===== src/rtl/f1_reaction_timer_if.sv =====
// F1 start-light consumer bus: light pattern and button in, reaction results out.
interface f1_reaction_timer_if;
  logic [7:0]  lights;
  logic        btn;
  logic [15:0] react_ms;
  logic        valid;
  logic        timeout;
  logic        jump_start;
  logic [15:0] best_ms;
  logic [2:0]  state;

  modport master (
    output lights, btn,
    input  react_ms, valid, timeout, jump_start, best_ms, state
  );

  modport slave (
    input  lights, btn,
    output react_ms, valid, timeout, jump_start, best_ms, state
  );
endinterface


===== src/rtl/f1_reaction_timer.sv =====
// Detects lights-out on the start-light bus, times the driver's button press in ms,
// flags jump starts and timeouts, and tracks the best reaction since reset.
module f1_reaction_timer #(
  parameter int unsigned CYCLES_PER_MS = 1000,
  parameter int unsigned MAX_MS        = 9999
) (
  input logic                clk,
  input logic                rst,
  f1_reaction_timer_if.slave bus
);

  localparam int unsigned PW = $clog2(CYCLES_PER_MS);
  localparam logic [PW-1:0] P_LAST = PW'(CYCLES_PER_MS - 1);
  localparam logic [15:0]   MS_MAX = 16'(MAX_MS);

  localparam logic [2:0] IDLE   = 3'd0;
  localparam logic [2:0] SEQ    = 3'd1;
  localparam logic [2:0] ALL_ON = 3'd2;
  localparam logic [2:0] TIMING = 3'd3;
  localparam logic [2:0] RESULT = 3'd4;
  localparam logic [2:0] JUMP   = 3'd5;

  logic [2:0]    state_q, state_nxt;
  logic          s1, s2, q;
  logic          press_c;
  logic [PW-1:0] pcnt;
  logic [15:0]   ms_cnt;
  logic [15:0]   react_q, best_q;
  logic          valid_q, timeout_q, jump_q;

  logic start_timing, run_timing, do_timeout, do_result, enter_jump, clr_jump;

  // Button synchronizer plus edge register; one press per rising edge of btn.
  always_ff @(posedge clk or posedge rst) begin
    if (rst) begin
      s1 <= 1'b0;
      s2 <= 1'b0;
      q  <= 1'b0;
    end else begin
      s1 <= bus.btn;
      s2 <= s1;
      q  <= s2;
    end
  end

  assign press_c = s2 & ~q;

  always_ff @(posedge clk or posedge rst) begin
    if (rst) state_q <= IDLE;
    else     state_q <= state_nxt;
  end

  // Next-state and datapath strobes; a press always wins over light changes.
  always_comb begin
    state_nxt    = state_q;
    start_timing = 1'b0;
    run_timing   = 1'b0;
    do_timeout   = 1'b0;
    do_result    = 1'b0;
    enter_jump   = 1'b0;
    clr_jump     = 1'b0;
    case (state_q)
      IDLE: begin
        if (bus.lights != 8'h00) begin
          state_nxt = SEQ;
          clr_jump  = 1'b1;
        end
      end
      SEQ: begin
        if (press_c) begin
          state_nxt  = JUMP;
          enter_jump = 1'b1;
        end else if (bus.lights == 8'hFF) begin
          state_nxt = ALL_ON;
        end else if (bus.lights == 8'h00) begin
          state_nxt = IDLE;
        end
      end
      ALL_ON: begin
        if (press_c) begin
          state_nxt  = JUMP;
          enter_jump = 1'b1;
        end else if (bus.lights == 8'h00) begin
          state_nxt    = TIMING;
          start_timing = 1'b1;
        end else if (bus.lights != 8'hFF) begin
          state_nxt = SEQ;
        end
      end
      TIMING: begin
        if (ms_cnt == MS_MAX) begin
          state_nxt  = RESULT;
          do_timeout = 1'b1;
        end else if (press_c) begin
          state_nxt = RESULT;
          do_result = 1'b1;
        end else begin
          run_timing = 1'b1;
        end
      end
      RESULT: state_nxt = IDLE;
      JUMP: begin
        if (bus.lights == 8'h00) state_nxt = IDLE;
      end
      default: state_nxt = IDLE;
    endcase
  end

  // Millisecond prescaler; ms_cnt saturates via the timeout exit before passing MAX_MS.
  always_ff @(posedge clk or posedge rst) begin
    if (rst) begin
      pcnt   <= '0;
      ms_cnt <= '0;
    end else if (start_timing) begin
      pcnt   <= '0;
      ms_cnt <= '0;
    end else if (run_timing) begin
      if (pcnt == P_LAST) begin
        pcnt   <= '0;
        ms_cnt <= ms_cnt + 16'd1;
      end else begin
        pcnt <= pcnt + PW'(1);
      end
    end
  end

  // Result registers; valid lines up with the single RESULT cycle.
  always_ff @(posedge clk or posedge rst) begin
    if (rst) begin
      react_q   <= '0;
      best_q    <= 16'hFFFF;
      valid_q   <= 1'b0;
      timeout_q <= 1'b0;
      jump_q    <= 1'b0;
    end else begin
      valid_q <= (state_nxt == RESULT);
      if (do_timeout) begin
        react_q   <= MS_MAX;
        timeout_q <= 1'b1;
      end else if (do_result) begin
        react_q   <= ms_cnt;
        timeout_q <= 1'b0;
        if (ms_cnt < best_q) best_q <= ms_cnt;
      end
      if (enter_jump) begin
        jump_q    <= 1'b1;
        timeout_q <= 1'b0;
      end else if (clr_jump) begin
        jump_q <= 1'b0;
      end
    end
  end

  assign bus.react_ms   = react_q;
  assign bus.valid      = valid_q;
  assign bus.timeout    = timeout_q;
  assign bus.jump_start = jump_q;
  assign bus.best_ms    = best_q;
  assign bus.state      = state_q;

endmodule


===== src/flat_wrapper.sv =====
// flat-port wrapper written by rule: the top's interface ports become plain ports
module f1_reaction_timer_flat 
#(
  parameter int unsigned CYCLES_PER_MS = 1000,
  parameter int unsigned MAX_MS        = 9999
)
  (clk, rst, bus_lights, bus_btn, bus_react_ms, bus_valid, bus_timeout, bus_jump_start, bus_best_ms, bus_state);
  f1_reaction_timer_if bus_i ();
  input logic clk;
  input logic rst;
  input wire logic [$bits(bus_i.lights)-1:0] bus_lights;
  input wire logic [$bits(bus_i.btn)-1:0] bus_btn;
  output wire logic [$bits(bus_i.react_ms)-1:0] bus_react_ms;
  output wire logic [$bits(bus_i.valid)-1:0] bus_valid;
  output wire logic [$bits(bus_i.timeout)-1:0] bus_timeout;
  output wire logic [$bits(bus_i.jump_start)-1:0] bus_jump_start;
  output wire logic [$bits(bus_i.best_ms)-1:0] bus_best_ms;
  output wire logic [$bits(bus_i.state)-1:0] bus_state;
  assign bus_i.lights = bus_lights;
  assign bus_i.btn = bus_btn;
  assign bus_react_ms = bus_i.react_ms;
  assign bus_valid = bus_i.valid;
  assign bus_timeout = bus_i.timeout;
  assign bus_jump_start = bus_i.jump_start;
  assign bus_best_ms = bus_i.best_ms;
  assign bus_state = bus_i.state;
  f1_reaction_timer #(.CYCLES_PER_MS(CYCLES_PER_MS), .MAX_MS(MAX_MS)) u_core (.clk(clk), .rst(rst), .bus(bus_i));
endmodule

===== config.mk =====
export PLATFORM = sky130hd
export DESIGN_NAME = f1_reaction_timer_flat
export DESIGN_NICKNAME = d
export VERILOG_FILES = /design/src/rtl/f1_reaction_timer_if.sv /design/src/rtl/f1_reaction_timer.sv /design/src/flat_wrapper.sv
export SDC_FILE = /design/constraint.sdc
export NUM_CORES = 1
export LEC_CHECK = 0
export BUFFER_PORTS_ARGS = -buffer_cell sky130_fd_sc_hd__clkbuf_2
export CORE_ASPECT_RATIO = 0.5
export CORE_MARGIN = 4
export CORE_UTILIZATION = 45
export CTS_BUF_LIST = sky130_fd_sc_hd__clkbuf_4
export DETAILED_ROUTE_END_ITERATION = 6
export HOLD_SLACK_MARGIN = 0.1
export PLACE_DENSITY_LB_ADDON = 0.3
export SLEW_MARGIN = 20
export SYNTH_ARGS = -nofsm -noshare
export SYNTH_HDL_FRONTEND = slang
export SYNTH_SLANG_ARGS = --single-unit

===== constraint.sdc =====
create_clock -name clk -period 4.5 [get_ports clk]
set_input_delay 0.9 -clock clk [delete_from_list [all_inputs] [get_ports clk]]
set_output_delay 0.9 -clock clk [all_outputs]
set_load 0.01 [all_outputs]

* After elaboration in Yosys (flattened, before gate mapping)
Cells that the tools add are included.
** Word-level totals
- Output and inout port bits :: 38
- Flip-flop bits (word level) :: 67
** Cells by class
- Order comparisons :: 1
- Muxes and demuxes :: 37
- Reductions and logical operators :: 11
- Add/sub/neg operators :: 2
- Eq/ne operators :: 9
- Bitwise operators :: 3
** Operator list (number)
- $mux W16 :: 5
- $mux W10 :: 3
- $mux W3 :: 9
- $mux W1 :: 19
- $add A16 B1 Y16 const B :: 1
- $eq A16 B14 Y1 const B :: 1
- $lt A16 B16 Y1 :: 1
- $pmux W3 S5 :: 1
- $add A10 B1 Y10 const B :: 1
- $eq A10 B10 Y1 const B :: 1
- $eq A8 B8 Y1 const B :: 1
- $logic_not A8 Y1 :: 1
- $ne A8 B8 Y1 const B :: 1
- $reduce_bool A2 Y1 :: 4
- $reduce_bool A8 Y1 :: 1
- $eq A3 B2 Y1 const B :: 2
- $eq A3 B3 Y1 const B :: 2
- $eq A3 B1 Y1 const B :: 1
- $logic_not A3 Y1 :: 1
- $reduce_and A3 Y1 :: 1
- $reduce_bool A3 Y1 :: 1
- $not A1 Y1 :: 2
- $reduce_and A2 Y1 :: 1
- $reduce_or A2 Y1 :: 1
- $and A1 B1 Y1 :: 1

* Logic depth before layout (Yosys ltp)
Gate-level depths: netlist (run 1).
- Depth in word-level cells :: 8
- Gate-level depth with buffers :: 9
- Gate-level depth less buffers :: 8

* Least setup slack after synthesis (run 1)
OpenSTA, ideal clock, no wires.
- Path kind :: register to register
- From :: register u_core.ms_cnt[0]
- To :: register u_core.best_q[15], in the netlist u_core.bus.best_ms[15]
- Period minus slack after synthesis :: 2554 ps
- Cell stages (with the launch flop) :: 9
- Path buffers :: 2
- Setup time :: 82 ps
- Arrival :: 2471 ps
- Setup slack :: 1946 ps
- Cells stage by stage :: dfrtp_1 > ha_1 > and3_1 > and4_1 > buf_2 > or3_4 > nor4_4 > buf_6 > mux2_2
** Between the ends
- Longest elaborated chain between the ends :: 5
- Elaborated cells on any way between the ends :: 8
** RTL lines
- start: declaration :: RTL line f1_reaction_timer.sv:27 : logic [15:0] ms_cnt;
- start signal: assignment :: RTL line f1_reaction_timer.sv:120 : ms_cnt <= ms_cnt + 16'd1;
- parallel branches: the longest is 4 deep, another holds $lt A16 B16 Y1
- $reduce_and A3 Y1 (no source line) (*)
- end signal: assignment :: RTL line f1_reaction_timer.sv:143 : if (ms_cnt < best_q) best_q <= ms_cnt;
- end: declaration :: RTL line f1_reaction_timer.sv:28 : logic [15:0] react_q, best_q;
Mark *: on every way between the ends.
A chain may end at the register's enable or synchronous reset.

* Worst setup path in the final report (run 1)
- From :: register u_core.ms_cnt[0]
- To :: register u_core.best_q[12], in the netlist u_core.bus.best_ms[12]
Same word-level chain as after synthesis.

==> results.toml, run 1 <==
[run_status]
run_status = "finished, final reports clean"

[drt]
post_drt_wl_per_cell_um = 15.9
postRouteWirelength_mm = 7.82
drt_first_pass_iters = 4
post-route-drc-count = 0
route.vias.total = 2723
ant_nets = 0
drtIter0Drc = 205
route.detailed.vias_per_inst = 5.55

[die]
die_height_um = 69.6
fp.dieArea_mm2 = 0.00912
start_util = 0.464
chipWidth_um = 131
floorplan.core_area_mm2 = 0.00735
design.portCount = 49
rows = 22

[grt]
number_of_global_route_vias_before_repair = 2759
grt.met3_usage = 0.0746
groute.layer.met2.usage = 0.289
grt_pass1_wl_mm = 13.3
antenna_found_initial = 0
global_route.peak_usage_layer = "met2"
globalRouteTotalUtil = 0.182
met1_use_gr = 0.228
pin_count_of_the_biggest_net_entering_global_routing = 38
grt_remaining_overflow = 0

[setup_path]
worst_r2r_startpoint = "u_core.ms_cnt[0]$_DFFE_PP0P_"
cp_data_arrival_time_ns = 3.42
crit_type = "reg -> reg"
cp_data_required_time_ns = 4.85
worstPathMaxFanout = 16
crit_path_end_kind = "register"
worstSetupStartpointType = "register"
rr_worst_depth = 6
r2r_slack_ns = 1.43
regToRegEndpoint = "u_core.bus.best_ms[12]$_DFFE_PP1P_"

[synth]
yosys.area.top_type = "dfrtp_1"
synth_sequential_area_ratio = 0.497
synth_async_sr_flop_share = 1.00
synthCells = 339
netlist.area_leader.share = 0.374
synth-edff-count = 0
synth.ff_latch_count = 67
netlist_area_mm2 = 0.00341
yosysWarningCount = 0
synth_area_leaders = "dfrtp_1, dfstp_2, ha_1"
synth-main-ff-cell = "dfrtp_1"
synth_cell_types = 49
syn-num-nets = 367
syn_area_per_cell_um2 = 10.1

[place]
hpwl_detailed_mm = 5.72
place.port_buffers = 48
globalplace.congestion = 0.875

[timing]
period_minus_slack_ns = 3.07
max-slew-margin-rel = 0.307
timing.final.hold_violations = 0
max_slew.worst_pin.slew_ns = 1.03
skew_ns = 0.0145
tns_ns = 0
fmaxAchievable_mhz = 326
finalSetupViolations = 0
final_min_period_over_clock_period = 0.682
finalMaxSlewViolations = 0
finalHoldWorstSlack_ns = 0.352
rsz0062_at_grt = "no"

[pwr]
p_leak_nw = 1.75
worst_ir_drop_vdd_uv = 112
power.density_mw_per_mm2 = 282

[cells_and_area]
multi_input_area_mm2 = 0.00158
final_layout_size_suffix_gt1_frac = 0.246
antenna-diode-count = 0
sequential_cell_area_mm2 = 0.00170
num-nets-final = 418
areaGrowthSynthToFinish_pct = 12.7
nFillCells = 700

[clocking]
clk_transition_reported_paths_ns = 0.11
number_of_setup_buffers_added_after_cts = 0
ctsRootBufferMaster = "clkbuf_4"
number_of_cells_upsized_or_downsized_after_cts = 0
cts_tree = "yes"
tritoncts_num_sinks = 67
cts-hold-fix-buffers = 0
clkLatencyLatePin_ns = 0.42
ctsHtreeMaxLevel = 3
clk_path_buf_depth = 2
cts_made_buffers = 9

[min_path]
worstHoldStart = "u_core.s1$_DFF_PP0_"
worst_hold_path_type = "reg -> reg"
worst_hold_path_cells = 0
worst_hold_path.endpoint = "u_core.s2$_DFF_PP0_"

[flow_run]
drv.max_cap_violation_count = 0
-- routing by layer --
metal  part of all wire  up-vias
li1                   -     1310
met1               0.46     1312
met2               0.46       87
met3              0.068       14
met4              0.012        0
met5                  0        -
-- cells by family after synthesis --
| family | count (synthesis) | synth area share |
|---|---|---|
| xor gates and xnor gates | 14 | 0.0359 |
| muxes | 17 | 0.0547 |
| DFF | 67 | 0.497 |
| buffers and inverters | 32 | 0.0382 |
| AOI/OAI and AO/OA | 59 | 0.111 |
| adders and majority gates | 17 | 0.0624 |
| and+or+nand+nor | 133 | 0.201 |
-- final cells by class --
type / count / share of cell area
clock buffer: 11 / 0.0215
clock inverter: 5 / 0.00586
inverter: 22 / 0.0215
multi-input combinational: 240 / 0.412
sequential: 67 / 0.441
tap: 96 / 0.0312
timing repair buffer: 50 / 0.0664
-- how the worst max path moves through the flow --
| stage | startpoint | to | slack [ns] |
|---|---|---|---|
| after floorplan | rst | u_core.bus.jump_start$_DFFE_PP0P_ | 1.94 |
| after global placement | u_core.ms_cnt[0]$_DFFE_PP0P_ | u_core.bus.best_ms[12]$_DFFE_PP1P_ | 1.52 |
| after detailed placement | u_core.ms_cnt[0]$_DFFE_PP0P_ | u_core.bus.best_ms[5]$_DFFE_PP1P_ | 1.44 |
| after CTS | u_core.ms_cnt[0]$_DFFE_PP0P_ | u_core.bus.best_ms[12]$_DFFE_PP1P_ | 1.41 |
| after global routing | u_core.ms_cnt[0]$_DFFE_PP0P_ | u_core.bus.best_ms[5]$_DFFE_PP1P_ | 1.26 |
| final | u_core.ms_cnt[0]$_DFFE_PP0P_ | u_core.bus.best_ms[12]$_DFFE_PP1P_ | 1.43 |
-- worst max-delay path, stage by stage, from the launching register on --
cell and delay [ns]:
dfrtp_1 0.47, ha_1 0.25, and3_1 0.21, and4_1 0.22, or3_4 0.48, nor4_4 0.93, mux2_2 0.42
-- stage by stage --
| stage | total power, mW | utilization | cell area [um^2] | std cells | worst slack [ns] |
|---|---|---|---|---|---|
| detailed placement | 0.771 | 0.509 | 3740 | 475 | 1.44 |
| global route | 1.15 | 0.523 | 3840 | 491 | 1.26 |
| finish | 1.09 | 0.523 | 3840 | 491 | 1.43 |
| floorplan | 0.729 | - | 3410 | 339 | 1.94 |
| global placement | 0.766 | 0.509 | 3740 | 475 | 1.52 |
| CTS | 1.10 | 0.523 | 3840 | 491 | 1.41 |
-- power by group --
part           leakage [nW]  total [mW]  switching [mW]  internal, mW
clock                0.0655       0.325           0.205         0.120
sequential            0.759       0.658          0.0330         0.625
combinational         0.927       0.103          0.0621        0.0406
total                  1.75        1.09           0.300         0.786
-- synth_stat cells, drive strengths merged (4+ instances only) --
library cell  instances
and3                  4
mux2i                 4
dfrtp                51
a22o                  7
xnor2                10
inv                  22
or3                   4
nor3b                 5
a21oi                11
nand4                 7
clkbuf                7
ha                   17
a21o                  5
dfstp                16
xor2                  4
mux2                 13
nor4                  5
nor3                  7
nand2                40
o21ai                21
nor2                 30
nand3                15
-- sequential cells by signal, summed over array words and instances, names as in the netlist --
name	flops
u_core.bus.react_ms	16
u_core.q	1
u_core.s1	1
u_core.s2	1
u_core.pcnt	10
u_core.ms_cnt	16
u_core.bus.valid	1
u_core.bus.state	3
u_core.bus.best_ms	16
u_core.bus.jump_start	1
u_core.bus.timeout	1
-- placed cells by master (no fill, tap or decap), drive strengths merged, types with 4 or more instances in the layout --
cell and count:
xnor2 10, a21o 5, and3 4, nor3b 5, mux2 13, nand2 40
dfstp 16, o21ai 21, a21oi 11, xor2 4, inv 22, nor4 5
dfrtp 51, a22o 7, nor3 7, mux2i 4, nand3 15, or3 4
clkinv 5, nor2 30, ha 17, clkbuf 59, nand4 7
Note: power is estimated with default switching activity, not from simulation.
==> inputs of run 2 (changes only) <==
--- a/config.mk
+++ b/config.mk
@@ -5,6 +5,7 @@
 export SDC_FILE = /design/constraint.sdc
 export NUM_CORES = 1
 export LEC_CHECK = 0
+export ABC_AREA = 1
 export BUFFER_PORTS_ARGS = -buffer_cell sky130_fd_sc_hd__clkbuf_2
 export CORE_ASPECT_RATIO = 0.5
 export CORE_MARGIN = 4
==> constraint.sdc (replaced) <==
create_clock -name clk -period 2.81 [get_ports clk]
set_input_delay 0.562 -clock clk [delete_from_list [all_inputs] [get_ports clk]]
set_output_delay 0.562 -clock clk [all_outputs]
set_load 0.01 [all_outputs]
==> results.toml, run 2 <==
[drt]
top_layer_used = "met4"
ant_nets = 0
detailroute.wirelength.met2_mm = 3.74
post_drt_wl_per_cell_um = 12.7
met3RoutedLength_um = 500
drt_first_pass_iters = 4
route.vias.total = 3260
postRouteWirelength_mm = 8.50
route.detailed.vias_per_inst = 4.88
post-route-drc-count = 0
wl_met1_mm = 4.17
drtIter0Drc = 151

[cells_and_area]
areaGrowthSynthToFinish_pct = 11.4
antenna-diode-count = 0
final_layout_size_suffix_gt1_frac = 0.189
multi_input_area_mm2 = 0.00182
num-nets-final = 579
nFillCells = 817
layout_common_cells = "nand2_1, inv_1, dfrtp_1"
final_core_utilization = 0.525
layout_commonest_cell = "nand2_1"
sequential_cell_area_mm2 = 0.00170

[synth]
netlist.area_leader.share = 0.331
synth-main-ff-cell = "dfrtp_1"
syn-num-nets = 529
synth_common_cells = "nand2_1, inv_1, dfrtp_1, nand3_1, nor2_1"
yosys.area.top_type = "dfrtp_1"
synth_cell_types = 33
synth_async_sr_flop_share = 1.00
netlist_area_mm2 = 0.00385
top_count_cell_post_synth = "nand2_1"
synth_sequential_area_ratio = 0.440
syn_area_per_cell_um2 = 7.69
synthCells = 501
synth_area_leaders = "dfrtp_1, nand2_1, dfstp_2"
synth-edff-count = 0
synth.ff_latch_count = 67
yosysWarningCount = 0

[clocking]
cts_made_buffers = 9
number_of_cells_upsized_or_downsized_after_cts = 0
tritoncts_num_sinks = 67
clkLatencyLatePin_ns = 0.42
ctsHtreeMaxLevel = 3
ctsRootBufferMaster = "clkbuf_4"
number_of_setup_buffers_added_after_cts = 0
cts-hold-fix-buffers = 0
clk_path_buf_depth = 2
cts_tree = "yes"
clk_transition_reported_paths_ns = 0.11

[setup_path]
cp_data_required_time_ns = 3.17
crit_path_end_kind = "register"
worstSetupStartpointType = "register"
cp_data_arrival_time_ns = 2.43
crit_path_frequent_cell = "nand2_1"
worst_r2r_startpoint = "u_core.bus.best_ms[15]$_DFFE_PP1P_"
crit_chain = "inv_1, ha_1, a21oi_1, o21a_1, nand3_2, nor2_4, nand2_4, nand2_1, nand2_1"
slowest_delay_ns = 0.56
path_buf_inv = 1
worst_path_max_delay_cell = "dfstp_2"
worstPathMaxFanout = 17
cell_type_group_with_the_largest_total_delay_on_the_critical_path = "simple AND/OR/NAND/NOR gates"
r2r_slack_ns = 0.74
crit_type = "reg -> reg"
crit_start = "u_core.bus.best_ms[15]$_DFFE_PP1P_"

[min_path]
worst_hold_path_type = "in -> async"

[timing]
max-slew-margin-rel = 0.616
tns_ns = 0
max_slew.worst_pin.slew_ns = 0.575
fmaxAchievable_mhz = 482
skew_ns = 0.0102
rsz0062_at_grt = "no"
finalMaxSlewViolations = 0
final_min_period_over_clock_period = 0.738
timing.final.hold_violations = 0
finalSetupViolations = 0
finalHoldWorstSlack_ns = 0.169
period_minus_slack_ns = 2.07

[die]
rows = 23
die_height_um = 73.4
fp.dieArea_mm2 = 0.0102
floorplan.core_area_mm2 = 0.00817
design.portCount = 49
start_util = 0.471
chipWidth_um = 139

[grt]
number_of_global_route_vias_before_repair = 3202
antenna_found_initial = 0
pin_count_of_the_biggest_net_entering_global_routing = 43
grt_pass1_wl_mm = 14.7
globalRouteTotalUtil = 0.180
grt_remaining_overflow = 0

[place]
globalplace.congestion = 0.866
place.port_buffers = 48
hpwl_detailed_mm = 6.35

[pwr]
worst_ir_drop_vdd_uv = 210
p_leak_nw = 2.17
report.power.total_mw = 1.71
power.density_mw_per_mm2 = 399

[flow_run]
drv.max_cap_violation_count = 0

[run_status]
run_status = "finished, final reports clean"
## run 2: cell types whose count changed in the layout (fill, tap and decap cells not counted), sizes merged, moves of 7 or more
cell and delta:
xor2 +9, a22o -7, xnor2 -9, nand3 +33, mux2 -13, o21ai +8, inv +39, nand2 +129
nor2 +15
## run 2: layer usage
layer,vias up,GRT usage
met3,10,0.0663
li1,1690,-
met1,1485,0.231
met2,75,0.286
met4,0,0.0575
met5,-,0
## run 2: where the power goes
| group | switching, mW | total [mW] | leakage (nW) | internal [mW] |
|---|---|---|---|---|
| registers | 0.0259 | 1.02 | 0.823 | 0.998 |
| clock network | 0.344 | 0.526 | 0.0573 | 0.182 |
| logic | 0.0984 | 0.160 | 1.29 | 0.0617 |
## run 2: per-stage QoR
| stage | instances | area, um^2 | setup WS (ns) |
|---|---|---|---|
| finish | 668 | 4290 | 0.736 |
| global route | 668 | 4290 | 0.504 |
| CTS | 668 | 4290 | 0.717 |
| detailed placement | 652 | 4180 | 0.616 |
| global placement | 652 | 4180 | 0.663 |
| floorplan | 501 | 3850 | 0.591 |
## run 2: final timing paths
| check | end | cells after the start |
|---|---|---|
| min in group clk | u_core.s1$_DFF_PP0_ | 1 |
| max in group asynchronous | u_core.bus.best_ms[9]$_DFFE_PP1P_ | 3 |
| setup / recovery | u_core.bus.best_ms[9]$_DFFE_PP1P_ | 9 |
| hold / removal | u_core.bus.jump_start$_DFFE_PP0P_ | 2 |
| setup reg to reg | u_core.bus.best_ms[9]$_DFFE_PP1P_ | 9 |
| hold reg to reg | u_core.s2$_DFF_PP0_ | 0 |
## run 2: area by class of cell
class                           instances  share of cell area
Clock buffer                           10              0.0175
Multi-Input combinational cell        358               0.424
Inverter                               61              0.0534
Sequential cell                        67               0.395
Tap cell                              112              0.0327
Timing Repair Buffer                   54              0.0694
Clock inverter                          6             0.00758
## run 2: worst register-to-register path, cell delays in order (launching register included)
cell	delay, ns
dfstp_2	0.56
inv_1	0.04
ha_1	0.29
a21oi_1	0.15
o21a_1	0.14
nand3_2	0.09
nor2_4	0.34
nand2_4	0.21
nand2_1	0.11
nand2_1	0.05
## run 2: cell families (layout without fill, tap and decap cells)
logic type               after synthesis  count (layout)  share of synthesized area
AO/OA/AOI/OAI                         42              42                     0.0578
XOR/XNOR                              14              14                     0.0318
adder cells (fa/ha/maj)               17              17                     0.0552
buffers and inverters                 76             131                     0.0870
flip-flops                            67              67                      0.440
AND/OR/NAND/NOR                      285             285                      0.328
==> inputs of run 3 (changes only) <==
==> constraint.sdc (replaced) <==
create_clock -name clk -period 1.7 [get_ports clk]
set_input_delay 0.34 -clock clk [delete_from_list [all_inputs] [get_ports clk]]
set_output_delay 0.34 -clock clk [all_outputs]
set_load 0.01 [all_outputs]
==> results.toml, run 3 (synthesis gave the netlist of run 2 again) <==
[run_status]
run_status = "complete, but fails checks"
failed_checks = "setup timing"

[timing]
finalHoldWorstSlack_ns = 0.362
finalSetupViolations = 16
max_slew.worst_pin.slew_ns = 0.372
final_min_period_over_clock_period = 1.11
finalMaxSlewViolations = 0
rsz0062_at_grt = "yes"
finalWorstSetupSlack_ns = -0.186
timing.final.hold_violations = 0
skew_ns = 0.0255
max-slew-margin-rel = 0.752
fmaxAchievable_mhz = 530
period_minus_slack_ns = 1.89

[setup_path]
worst_path_max_delay_cell = "dfstp_2"
cp_data_required_time_ns = 2.08
worst_r2r_startpoint = "u_core.bus.best_ms[6]$_DFFE_PP1P_"
cp_data_arrival_time_ns = 2.27
rr_worst_depth = 10
crit_path_end_kind = "register"
regToRegEndpoint = "u_core.bus.best_ms[7]$_DFFE_PP1P_"
crit_chain = "inv_2, ha_1, nand2_2, nor2_1, nor3_1, nand2_1, nand2_4, buf_6, nand3_1, nand2_1"
crit_type = "reg -> reg"
worstSetupStartpointType = "register"
path_buf_inv = 2
r2r_slack_ns = -0.19
worstPathMaxFanout = 5
crit_path_frequent_cell = "nand2_1"
slowest_delay_ns = 0.56
cell_type_group_with_the_largest_total_delay_on_the_critical_path = "simple AND/OR/NAND/NOR gates"

[grt]
grt_pass1_wl_mm = 16.0
number_of_global_route_vias_before_repair = 3454
globalRouteTotalUtil = 0.196
grt_remaining_overflow = 0
antenna_found_initial = 0
pin_count_of_the_biggest_net_entering_global_routing = 31

[min_path]
worstHoldStart = "u_core.s1$_DFF_PP0_"
worst_hold_path_type = "reg -> reg"
worst_hold_path.endpoint = "u_core.s2$_DFF_PP0_"
worst_hold_path_cells = 0

[place]
globalplace.congestion = 0.934
placement.setup.worst_slack_ns = -0.106
hpwl_detailed_mm = 6.95
place.port_buffers = 48

[clocking]
ctsHtreeMaxLevel = 3
ctsRootBufferMaster = "clkbuf_4"
tritoncts_num_sinks = 67
clk_transition_reported_paths_ns = 0.11
cts_tree = "yes"
clk_path_buf_depth = 2
clkLatencyLatePin_ns = 0.45
cts_made_buffers = 9

[cells_and_area]
num-nets-final = 637
layout_common_cells = "nand2_1, clkbuf_2, inv_1"
areaGrowthSynthToFinish_pct = 34.5
final_layout_size_suffix_gt1_frac = 0.357
layout_commonest_cell = "nand2_1"

[die]
chipWidth_um = 139
rows = 23
design.portCount = 49
fp.dieArea_mm2 = 0.0102
die_height_um = 73.4
start_util = 0.471
floorplan.core_area_mm2 = 0.00817

[drt]
postRouteWirelength_mm = 9.67
drtIter0Drc = 203
route.vias.total = 3577
route.detailed.vias_per_inst = 4.92
ant_nets = 0
post_drt_wl_per_cell_um = 13.3
post-route-drc-count = 0
drt_first_pass_iters = 4

[flow_run]
drv.max_cap_violation_count = 0

[pwr]
worst_ir_drop_vdd_uv = 429
p_leak_nw = 2.48
power.density_mw_per_mm2 = 585
run 3: cell types whose count changed in the layout (fill, tap and decap cells not counted), moves of 8 or more:
| cell | delta |
|---|---|
| ha_4 | +9 |
| nand3_2 | +11 |
| buf_4 | +41 |
| inv_2 | +9 |
| ha_1 | -9 |
| nand3_1 | -14 |
| nand2_1 | -8 |
| inv_1 | -12 |
| buf_6 | +8 |
run 3: through the flow:
step	cell area, um^2	TNS (ns)	util	std cells	power, mW
floorplan	3860	-0.940	-	501	1.89
global placement	4570	-0.672	0.559	699	2.00
detailed placement	4570	-1.35	0.559	699	2.01
CTS	5010	-1.13	0.613	722	3.06
global route	5180	-3.52	0.634	726	3.20
finish	5180	-2.41	0.634	727	3.03
run 3: worst reg2reg max path: cells and delay by family, from the launching register on:
family / cells / cell delay [ns]
AND/OR/NAND/NOR: 7 / 0.81
flip-flops: 1 / 0.56
adder cells (fa/ha/maj): 1 / 0.30
buffers and inverters: 2 / 0.17
run 3: cell type report:
type / instances / area [um^2]
fillers: 700 / 2990
multi-input cells: 359 / 2150
flip-flops and latches: 67 / 1700
repair buffers: 110 / 806
inverters: 61 / 240
well taps: 112 / 140
clock buffers: 10 / 75.1
clock inverters: 6 / 57.6
repair inverters: 1 / 7.51
diodes: 1 / 2.50
run 3: worst max path at each step:
stage | start | endpoint | slack, ns | depth (start not counted)
2_1_floorplan | u_core.bus.best_ms[13]$_DFFE_PP1P_ | u_core.bus.best_ms[8]$_DFFE_PP1P_ | -0.09 | 10
3_3_place_gp | u_core.bus.best_ms[11]$_DFFE_PP1P_ | u_core.bus.best_ms[14]$_DFFE_PP1P_ | -0.06 | 12
3_5_place_dp | u_core.bus.best_ms[11]$_DFFE_PP1P_ | u_core.bus.best_ms[9]$_DFFE_PP1P_ | -0.11 | 10
4_1_cts | u_core.bus.best_ms[6]$_DFFE_PP1P_ | u_core.bus.best_ms[6]$_DFFE_PP1P_ | -0.08 | 10
5_1_grt | u_core.bus.best_ms[6]$_DFFE_PP1P_ | u_core.bus.best_ms[7]$_DFFE_PP1P_ | -0.28 | 10
6_report | u_core.bus.best_ms[6]$_DFFE_PP1P_ | u_core.bus.best_ms[7]$_DFFE_PP1P_ | -0.19 | 10
run 3: where the power goes:
group / switching (mW) / leakage [nW] / internal (mW)
registers: 0.0441 / 0.819 / 1.65
logic: 0.177 / 1.60 / 0.118
clock network: 0.590 / 0.0675 / 0.452
run 3: metal layers:
layer	share of wire	GRT usage	vias up
met5	0	0	-
met4	0.021	0.0738	0
met3	0.052	0.0663	21
met2	0.46	0.315	68
met1	0.47	0.248	1671
li1	-	-	1817
run 3: what timing repair did:
| action | 4_1_cts | 5_1_grt |
|---|---|---|
| hold endpoints to repair | 14 | 0 |
| pin swaps | 27 | 19 |
| endpoints found under the setup margin | 19 | 55 |
| gates resized for setup | 45 | 42 |
| cloned | 2 | 2 |
| hold buffers | 2 | 0 |
| setup buffers | 3 | 2 |
